### src/rtl/rx_sample_packer.sv
// RX I/Q sample packer: buffers decimated {I,Q} pairs in a small FIFO and serialises
// them to the host as 16-bit words, I then Q. Optional macro: RX_OVR_COUNT_EN (dropped-pair counter).
//
// state  | meaning
// HALF_I | rd_data presents the I half of the head entry
// HALF_Q | rd_data presents the Q half; acking it retires the entry
module rx_sample_packer #(
    parameter int DEPTH_LOG2 = 4
) (
    input  logic                  clock,
    input  logic                  reset_n,
    input  logic                  enable,
    input  logic                  strobe_in,
    input  logic [15:0]           i_in,
    input  logic [15:0]           q_in,
    input  logic                  rd_ack,
    output logic [15:0]           rd_data,
    output logic                  rd_valid,
    output logic                  rd_is_q,
    output logic [DEPTH_LOG2:0]   fifo_level,
    output logic                  overrun,
    input  logic                  clear_overrun
`ifdef RX_OVR_COUNT_EN
    ,
    output logic [15:0]           ovr_count
`endif
);

    localparam int AW    = DEPTH_LOG2;
    localparam int PW    = DEPTH_LOG2 + 1;
    localparam int DEPTH = 2 ** DEPTH_LOG2;
    localparam logic [PW-1:0] FULL_LEVEL = PW'(DEPTH);

    typedef enum logic {
        HALF_I = 1'b0,
        HALF_Q = 1'b1
    } phase_t;

    phase_t        state, state_nxt;
    logic [PW-1:0] wr_ptr, wr_ptr_nxt;
    logic [PW-1:0] rd_ptr, rd_ptr_nxt;
    logic [31:0]   mem [DEPTH];
    logic [31:0]   head;
    logic [PW-1:0] stored_after_pop;
    logic [PW-1:0] visible;
    logic          wr_en;
    logic          ovr_evt;
    logic          pop_ok;
    logic          valid_nxt;
    logic [15:0]   data_nxt;
    logic [PW-1:0] level_nxt;

    always_ff @(posedge clock) begin
        if (!reset_n) begin
            state      <= HALF_I;
            wr_ptr     <= '0;
            rd_ptr     <= '0;
            rd_valid   <= 1'b0;
            rd_is_q    <= 1'b0;
            rd_data    <= '0;
            fifo_level <= '0;
        end else begin
            state      <= state_nxt;
            wr_ptr     <= wr_ptr_nxt;
            rd_ptr     <= rd_ptr_nxt;
            rd_valid   <= valid_nxt;
            rd_is_q    <= (state_nxt == HALF_Q);
            rd_data    <= data_nxt;
            fifo_level <= level_nxt;
        end
    end

    always_ff @(posedge clock) begin
        if (wr_en) begin
            mem[wr_ptr[AW-1:0]] <= {i_in, q_in};
        end
    end

    // Output regs are loaded from the next read state but the pre-write memory and
    // write pointer, which gives the one-cycle write-to-visible latency without a bypass.
    always_comb begin
        state_nxt        = state;
        rd_ptr_nxt       = rd_ptr;
        wr_ptr_nxt       = wr_ptr;
        wr_en            = 1'b0;
        ovr_evt          = 1'b0;
        pop_ok           = rd_ack && rd_valid;
        stored_after_pop = '0;

        if (!enable) begin
            rd_ptr_nxt = wr_ptr;
            state_nxt  = HALF_I;
        end else begin
            case (state)
                HALF_I: begin
                    if (pop_ok) begin
                        state_nxt = HALF_Q;
                    end
                end
                HALF_Q: begin
                    if (pop_ok) begin
                        state_nxt  = HALF_I;
                        rd_ptr_nxt = rd_ptr + 1'b1;
                    end
                end
                default: state_nxt = HALF_I;
            endcase

            // Fullness is judged after this cycle's pop so a Q-half ack frees the slot.
            stored_after_pop = wr_ptr - rd_ptr_nxt;
            if (strobe_in) begin
                if (stored_after_pop == FULL_LEVEL) begin
                    ovr_evt = 1'b1;
                end else begin
                    wr_en      = reset_n;
                    wr_ptr_nxt = wr_ptr + 1'b1;
                end
            end
        end

        head      = mem[rd_ptr_nxt[AW-1:0]];
        visible   = wr_ptr - rd_ptr_nxt;
        valid_nxt = enable && (visible != '0);
        data_nxt  = '0;
        if (valid_nxt) begin
            data_nxt = (state_nxt == HALF_Q) ? head[15:0] : head[31:16];
        end
        level_nxt = wr_ptr_nxt - rd_ptr_nxt;
    end

    // A new overrun event wins over a coincident clear.
    always_ff @(posedge clock) begin
        if (!reset_n) begin
            overrun <= 1'b0;
        end else if (ovr_evt) begin
            overrun <= 1'b1;
        end else if (clear_overrun) begin
            overrun <= 1'b0;
        end
    end

`ifdef RX_OVR_COUNT_EN
    always_ff @(posedge clock) begin
        if (!reset_n) begin
            ovr_count <= '0;
        end else if (clear_overrun) begin
            ovr_count <= ovr_evt ? 16'd1 : 16'd0;
        end else if (ovr_evt && (ovr_count != 16'hFFFF)) begin
            ovr_count <= ovr_count + 16'd1;
        end
    end
`endif

endmodule
### config.mk
export PLATFORM = sky130hd
export DESIGN_NAME = rx_sample_packer
export DESIGN_NICKNAME = d
export VERILOG_FILES = /design/src/rtl/rx_sample_packer.sv
export SDC_FILE = /design/constraint.sdc
export NUM_CORES = 1
export LEC_CHECK = 0
export BUFFER_PORTS_ARGS = -buffer_cell sky130_fd_sc_hd__buf_2
export CAP_MARGIN = 15
export CORE_MARGIN = 2
export CORE_UTILIZATION = 60
export DETAILED_ROUTE_END_ITERATION = 10
export PLACE_DENSITY = 0.77
export SLEW_MARGIN = 20
export SYNTH_ARGS = -nofsm -noshare
export SYNTH_HDL_FRONTEND = slang
export SYNTH_SLANG_ARGS = --single-unit
### constraint.sdc
create_clock -name clock -period 6.9 [get_ports clock]
set_input_delay 0.69 -clock clock [delete_from_list [all_inputs] [get_ports clock]]
set_output_delay 0.69 -clock clock [all_outputs]
set_load 0.01 [all_outputs]
* Word-level counts from Yosys, hierarchy flattened *
Memory sizes are Yosys's and may differ from the RTL's.
Cells that the tools add are included.

cells by class
  add/sub/neg operators = 5
  eq/ne operators = 1
  multiplexer cells = 22
  bitwise operators = 1
  reduce and logical (&&, ||, !) cells = 5

operator list
  kind                 count
  $mux 5               7
  $mux 16              1
  $sub 5x5->5          3
  $mux 1               13
  $add 5x1->5 const B  2
  $eq 5x5->1 const B   1
  $reduce_bool 5->1    1
  $logic_and 1x1->1    2
  $pmux 1 s2           1
  $reduce_and 2->1     1
  $reduce_bool 2->1    1
  $not 1->1            1

word-level totals
  flip-flop bits (word level) = 34
  RAM bits = 512
  input bits = 38
  output and inout bits = 24
  logic and storage cells = 42
  memories = 1

memories
  memory  depth  width  read ports  clocked after Yosys merged registers in  wr ports  RTL line  text
  mem     16     32     1           0                                        1         42        logic [31:0] mem [DEPTH];

* Longest topological paths before layout *
  word-level depth = 11
  depth in mapped cells = 18
  mapped depth without buffers = 18

* Worst setup path after synthesis *
No wires, ideal clock.

  kind = input to register
  start point = input port rd_ack
  end point = memory mem[10][0], enable pin
  setup time = 0.421 ns
  arrival = 3.682 ns
  required time = 6.479 ns
  setup slack = 2.797 ns
  stages = 10
  path buffers = 0
  cells stage by stage = nand3_2 mux2i_1 ha_1 nor2b_1 o21ai_0 a21boi_0 a22o_1 a21oi_2 nand3b_1 nor2_1

between the ends
  longest elaborated chain between the ends = 11

ends and longest elaborated chain
  what                          RTL line  text
  start, declared               16        input logic rd_ack,
  $logic_and 1x1->1             87        pop_ok = rd_ack && rd_valid;
  $mux 5                        101       if (pop_ok) begin
  $mux 5                        94        case (state)
  $mux 5                        90        if (!enable) begin
  $sub 5x5->5                   110       stored_after_pop = wr_ptr - rd_ptr_nxt;
  $eq 5x5->1                    112       if (stored_after_pop == FULL_LEVEL) begin
  $mux 1                        112
  $mux 1                        111       if (strobe_in) begin
  $mux 1                        90
  $mux 1                        74        if (wr_en) begin
  $mux 1 (not written as such)  75        mem[wr_ptr[AW-1:0]] <= {i_in, q_in};
  end, declared                 42

Every way passes these cells. The select of a mux whose other input is x is not followed.

* Worst setup path in the final report *
  start point = register rd_ptr[1]
  end point = memory mem[15][10], enable pin

between the ends
  longest elaborated chain between the ends = 11

ends and longest elaborated chain
  what                            RTL line  text
  start, declared                 41        logic [PW-1:0] rd_ptr, rd_ptr_nxt;
  start signal, assigned          65        rd_ptr <= rd_ptr_nxt;
  $add 5x1->5                     103       rd_ptr_nxt = rd_ptr + 1'b1;
  $mux 5                          101
  $mux 5 *                        94
  $mux 5 *                        90
  $sub 5x5->5 *                   110
  $eq 5x5->1 *                    112
  $mux 1 *                        112
  $mux 1 *                        111
  $mux 1 *                        90
  $mux 1 *                        74
  $mux 1 (not written as such) *  75

Every way passes the cells marked *; elsewhere a longest branch is shown, timed or not. The select of a mux whose other input is x is not followed.

==> metrics.log <==
INFO  metric run_status = complete, no violations
INFO  metric netSwitchingPower = 0.00148 W
INFO  metric synth_area_per_cell = 17.7 sq um
INFO  metric numCtsBuffers = 53
INFO  metric detailedRoute.firstPassIterationCount = 5
INFO  metric power.internal = 0.00563 W
INFO  metric wirelength = 46,600 microns
INFO  metric synth.cell_area = 21,100 sq um
INFO  metric yosysTopAreaCellShare = 72.8%
INFO  metric total_power = 0.00711 W
INFO  metric tightest_slew = 1.02 ns
INFO  metric timing.critical_path.to_type = register
INFO  metric power_switching_share = 20.8%
INFO  metric clock_tree_from_tritoncts = built
INFO  metric top_level_ports = 62
INFO  metric post_synth_main_area_contributors = sky130_fd_sc_hd__edfxtp_1 73%, sky130_fd_sc_hd__mux2i_1 12%, sky130_fd_sc_hd__o22ai_1 3.8%, sky130_fd_sc_hd__dfxtp_1 3.2%, sky130_fd_sc_hd__ha_1 1.0%
INFO  metric share_seq_of_total_power = 51.4%
INFO  metric design.final.nets = 1,331
INFO  metric power.combinational.fraction = 6.2%
INFO  metric avgRoutedWirePerCell = 26.3 microns
INFO  metric clkSlewWorstSetupHoldPaths = 0.06 ns
INFO  metric reg2regPathDepth = 11
INFO  metric dieHeight = 192 microns
INFO  metric maxSlewHeadroom = 31.7%
INFO  metric postLayoutCellArea = 24,100 sq um
INFO  metric floorplan.die_area = 36,700 sq um
INFO  metric drt_drc_violations_left = 0
INFO  metric crit_type = register to register
INFO  metric cells_resized_by_post_cts_repair = 0
INFO  metric rows = 68
INFO  metric reg2reg_setup_slack = 2.80 ns
INFO  metric hpwlAfterDp = 25,700 microns
INFO  metric hold_depth = 3
INFO  metric post_detailed_route_via_to_cell_ratio = 6.32
INFO  metric diodes = 0
INFO  metric min_period_over_period = 59.4%
INFO  metric synth_seq_area_share = 76.0%
INFO  metric maximum_clock_path_buffer_count = 3
INFO  metric worst_path_setup_slack_after_routing = 2.80 ns
INFO  metric timing.max_cap.violations = 0
INFO  metric fp.dieW = 192 microns
INFO  metric worst_r2r_endpoint = mem[15][10]
INFO  metric share_of_the_core_filled_with_cells = 69.5%
INFO  metric place_congestion = 0.785
INFO  metric layout.filler_cells = 2,176
INFO  metric insertion_delay = 0.60 ns
INFO  metric groute.usage.overall = 26.1%
INFO  metric timing.setup.tns = 0 ns
INFO  metric drt.antenna.violating_nets = 0
INFO  metric grt_pass1_wl = 69,200 microns
INFO  metric post_place_instance_area = 22,200 sq um
INFO  metric p_leak = 8.84 nW
INFO  metric synthCells = 1,194
INFO  metric globalRoute.totalOverflow = 0
INFO  metric worstPathArrival = 4.35 ns
INFO  metric synth_flop_cell = sky130_fd_sc_hd__edfxtp_1
INFO  metric worstHoldEndpoint = overrun
INFO  metric layout.area.seq = 16,100 sq um
INFO  metric syn_nets = 1,250
INFO  metric critPathMaxFanout = 18
INFO  metric cts_hold_repair.buffers = 0
INFO  metric clock_tree.htree_level_count = 2
INFO  metric synth_edf_count = 512
INFO  metric port-buffer-count = 61
INFO  metric clock_tree.root_cell = sky130_fd_sc_hd__clkbuf_16
INFO  metric tritoncts_sink_count = 546
INFO  metric syn_to_final_growth = 13.9%
INFO  metric finalWorstPathRequiredPeriod = 4.10 ns
INFO  metric pwr_cell_area = 295 nW/um^2
INFO  metric holdCritPathClass = input port to register
INFO  metric core_area = 34,600 sq um
INFO  metric number_of_antenna_violations_at_the_first_check_in_global_routing = 1
INFO  metric final-setup-viol-count = 0
INFO  metric worstHoldStart = clear_overrun
INFO  metric hold_viol = 0
INFO  metric synth_area_leader_cell = sky130_fd_sc_hd__edfxtp_1
INFO  metric worst_r2r_startpoint = rd_ptr[1]
INFO  metric place_ws = 2.52 ns
INFO  metric max_freq = 244 MHz
INFO  metric dr_total_vias = 11.2k
INFO  metric grt_max_degree = 140
INFO  metric synth.ff_latch_count = 546
INFO  metric post_route_cells_drive_above_1_share = 15.1%
INFO  metric critical_path_required = 7.15 ns
INFO  metric post_cts.repair.setup_buffers = 0
INFO  metric multi_input_comb_area = 4860 sq um
INFO  metric first_global_vias = 11.2k
INFO  metric worst_setup_path_start_kind = register
INFO  metric rsz0062_at_grt = no
INFO  metric postSynth.asyncResetShare = 0%
INFO  metric detailedRoute.firstIterationViolations = 1,301
INFO  metric initial_util = 61.0%
INFO  metric p_clk_share = 42.3%
INFO  metric timing_max_transition_violations_final = 0
INFO  metric ys.warnings.count = 0
INFO  metric timing.clock.skew = 0.0119 ns
INFO  metric netlist_cell_types = 48
INFO  metric irDropWorstVdd = 0.240 mV
-- critical path, stage by stage (launching register included) --
cell and delay (ns):
sky130_fd_sc_hd__dfxtp_1 0.40, sky130_fd_sc_hd__ha_1 0.26, sky130_fd_sc_hd__mux2i_1 0.18, sky130_fd_sc_hd__ha_1 0.27, sky130_fd_sc_hd__nor2b_1 0.13, sky130_fd_sc_hd__o21ai_0 0.19
sky130_fd_sc_hd__a21boi_0 0.13, sky130_fd_sc_hd__a22o_1 0.23, sky130_fd_sc_hd__a21oi_2 0.39, sky130_fd_sc_hd__nand3_1 0.41, sky130_fd_sc_hd__nor2_4 0.68, sky130_fd_sc_hd__buf_4 0.48
-- flip-flops by register name (all words and copies together) (netlist names) --
name / count
mem: 512
rd_valid: 1
rd_data: 16
rd_ptr: 5
overrun: 1
wr_ptr: 5
fifo_level: 5
state: 1
-- kinds of logic after synthesis --
kind of cell / synth area share [%]
AOI/OAI and AO/OA: 5.15
buffers and inverters: 1.69
adders and majority gates: 1.10
muxes: 12.3
DFF: 76.0
and+or+nand+nor: 2.91
xor gates and xnor gates: 0.812
-- per-stage QoR --
stage          cells  hold slack [ns]
6_report        1772            0.358
5_1_grt         1772            0.380
4_1_cts         1770            0.339
3_5_place_dp    1673            0.465
3_3_place_gp    1664            0.458
2_1_floorplan   1194            0.493
-- worst max-delay path by stage --
stage / from / to / slack, ns / cells after the start
CTS: rd_ptr[1] / mem[15][26] / 2.86 / 11
global route: rd_ptr[1] / mem[15][10] / 2.51 / 11
floorplan: rd_ack / mem[10][0] / 2.80 / 10
detailed placement: rd_ack / rd_data[15] / 2.52 / 10
finish: rd_ptr[1] / mem[15][10] / 2.80 / 11
global placement: rd_ack / rd_data[14] / 2.58 / 10
-- power groups by stage --
stage | clock, W | sequential, W | combinational (W)
after floorplan | 0 | 0.00373 | 0.000286
after global placement | 0 | 0.00373 | 0.000428
after detailed placement | 0 | 0.00373 | 0.000438
after CTS | 0.00303 | 0.00366 | 0.000442
after global routing | 0.00317 | 0.00366 | 0.000477
final | 0.00301 | 0.00366 | 0.000442
-- cell usage after synthesis, types with 14 or more instances --
| master | number |
|---|---|
| sky130_fd_sc_hd__buf_2 | 31 |
| sky130_fd_sc_hd__clkbuf_1 | 23 |
| sky130_fd_sc_hd__dfxtp_1 | 34 |
| sky130_fd_sc_hd__edfxtp_1 | 512 |
| sky130_fd_sc_hd__ha_1 | 17 |
| sky130_fd_sc_hd__mux2i_1 | 259 |
| sky130_fd_sc_hd__nand2_1 | 16 |
| sky130_fd_sc_hd__nor2_1 | 36 |
| sky130_fd_sc_hd__nor4_1 | 16 |
| sky130_fd_sc_hd__o22ai_1 | 128 |
| sky130_fd_sc_hd__o2bb2ai_1 | 16 |
| sky130_fd_sc_hd__or4_1 | 16 |
| sky130_fd_sc_hd__xnor2_1 | 14 |
-- layout make-up --
cell class | count | area share (%)
Tap cell | 455 | 2.37
Clock buffer | 67 | 5.82
Inverter | 9 | 0.140
Timing Repair Buffer | 89 | 2.95
Sequential cell | 546 | 66.8
Clock inverter | 30 | 1.75
Multi-Input combinational cell | 576 | 20.2
-- cell usage in the layout (no fill, tap or decap), types with 3 or more instances in the layout --
| cell type | netlist | final |
|---|---|---|
| sky130_fd_sc_hd__or4_1 | 16 | 16 |
| sky130_fd_sc_hd__buf_4 | 1 | 16 |
| sky130_fd_sc_hd__xor2_1 | 3 | 3 |
| sky130_fd_sc_hd__nand4_1 | 3 | 3 |
| sky130_fd_sc_hd__mux2i_1 | 259 | 259 |
| sky130_fd_sc_hd__inv_1 | 7 | 7 |
| sky130_fd_sc_hd__a21oi_1 | 5 | 5 |
| sky130_fd_sc_hd__nand3_2 | 1 | 5 |
| sky130_fd_sc_hd__buf_2 | 31 | 61 |
| sky130_fd_sc_hd__buf_12 | 0 | 6 |
| sky130_fd_sc_hd__o2bb2ai_1 | 16 | 16 |
| sky130_fd_sc_hd__o22ai_1 | 128 | 128 |
| sky130_fd_sc_hd__clkinv_1 | 0 | 5 |
| sky130_fd_sc_hd__clkbuf_16 | 0 | 53 |
| sky130_fd_sc_hd__nor4_1 | 16 | 16 |
| sky130_fd_sc_hd__clkinv_2 | 0 | 10 |
| sky130_fd_sc_hd__ha_1 | 17 | 17 |
| sky130_fd_sc_hd__nand2b_1 | 4 | 4 |
| sky130_fd_sc_hd__nor2_1 | 36 | 20 |
| sky130_fd_sc_hd__nand3_1 | 7 | 3 |
| sky130_fd_sc_hd__dfxtp_1 | 34 | 34 |
| sky130_fd_sc_hd__bufinv_16 | 0 | 10 |
| sky130_fd_sc_hd__nand2_1 | 16 | 15 |
| sky130_fd_sc_hd__nor2b_1 | 3 | 3 |
| sky130_fd_sc_hd__and2_1 | 4 | 3 |
| sky130_fd_sc_hd__buf_16 | 0 | 6 |
| sky130_fd_sc_hd__edfxtp_1 | 512 | 512 |
| sky130_fd_sc_hd__nor2_4 | 0 | 16 |
| sky130_fd_sc_hd__clkbuf_1 | 23 | 12 |
| sky130_fd_sc_hd__xnor2_1 | 14 | 14 |
-- layer usage --
| metal | wire (microns) | global-route usage [%] | vias up |
|---|---|---|---|
| li1 | - | - | 4939 |
| met1 | 18600 | 36.3 | 5588 |
| met2 | 22200 | 41.9 | 560 |
| met3 | 4290 | 5.06 | 117 |
| met4 | 1530 | 8.64 | 2 |
| met5 | 13 | 0 | - |
(Power assumes the default switching activity.)
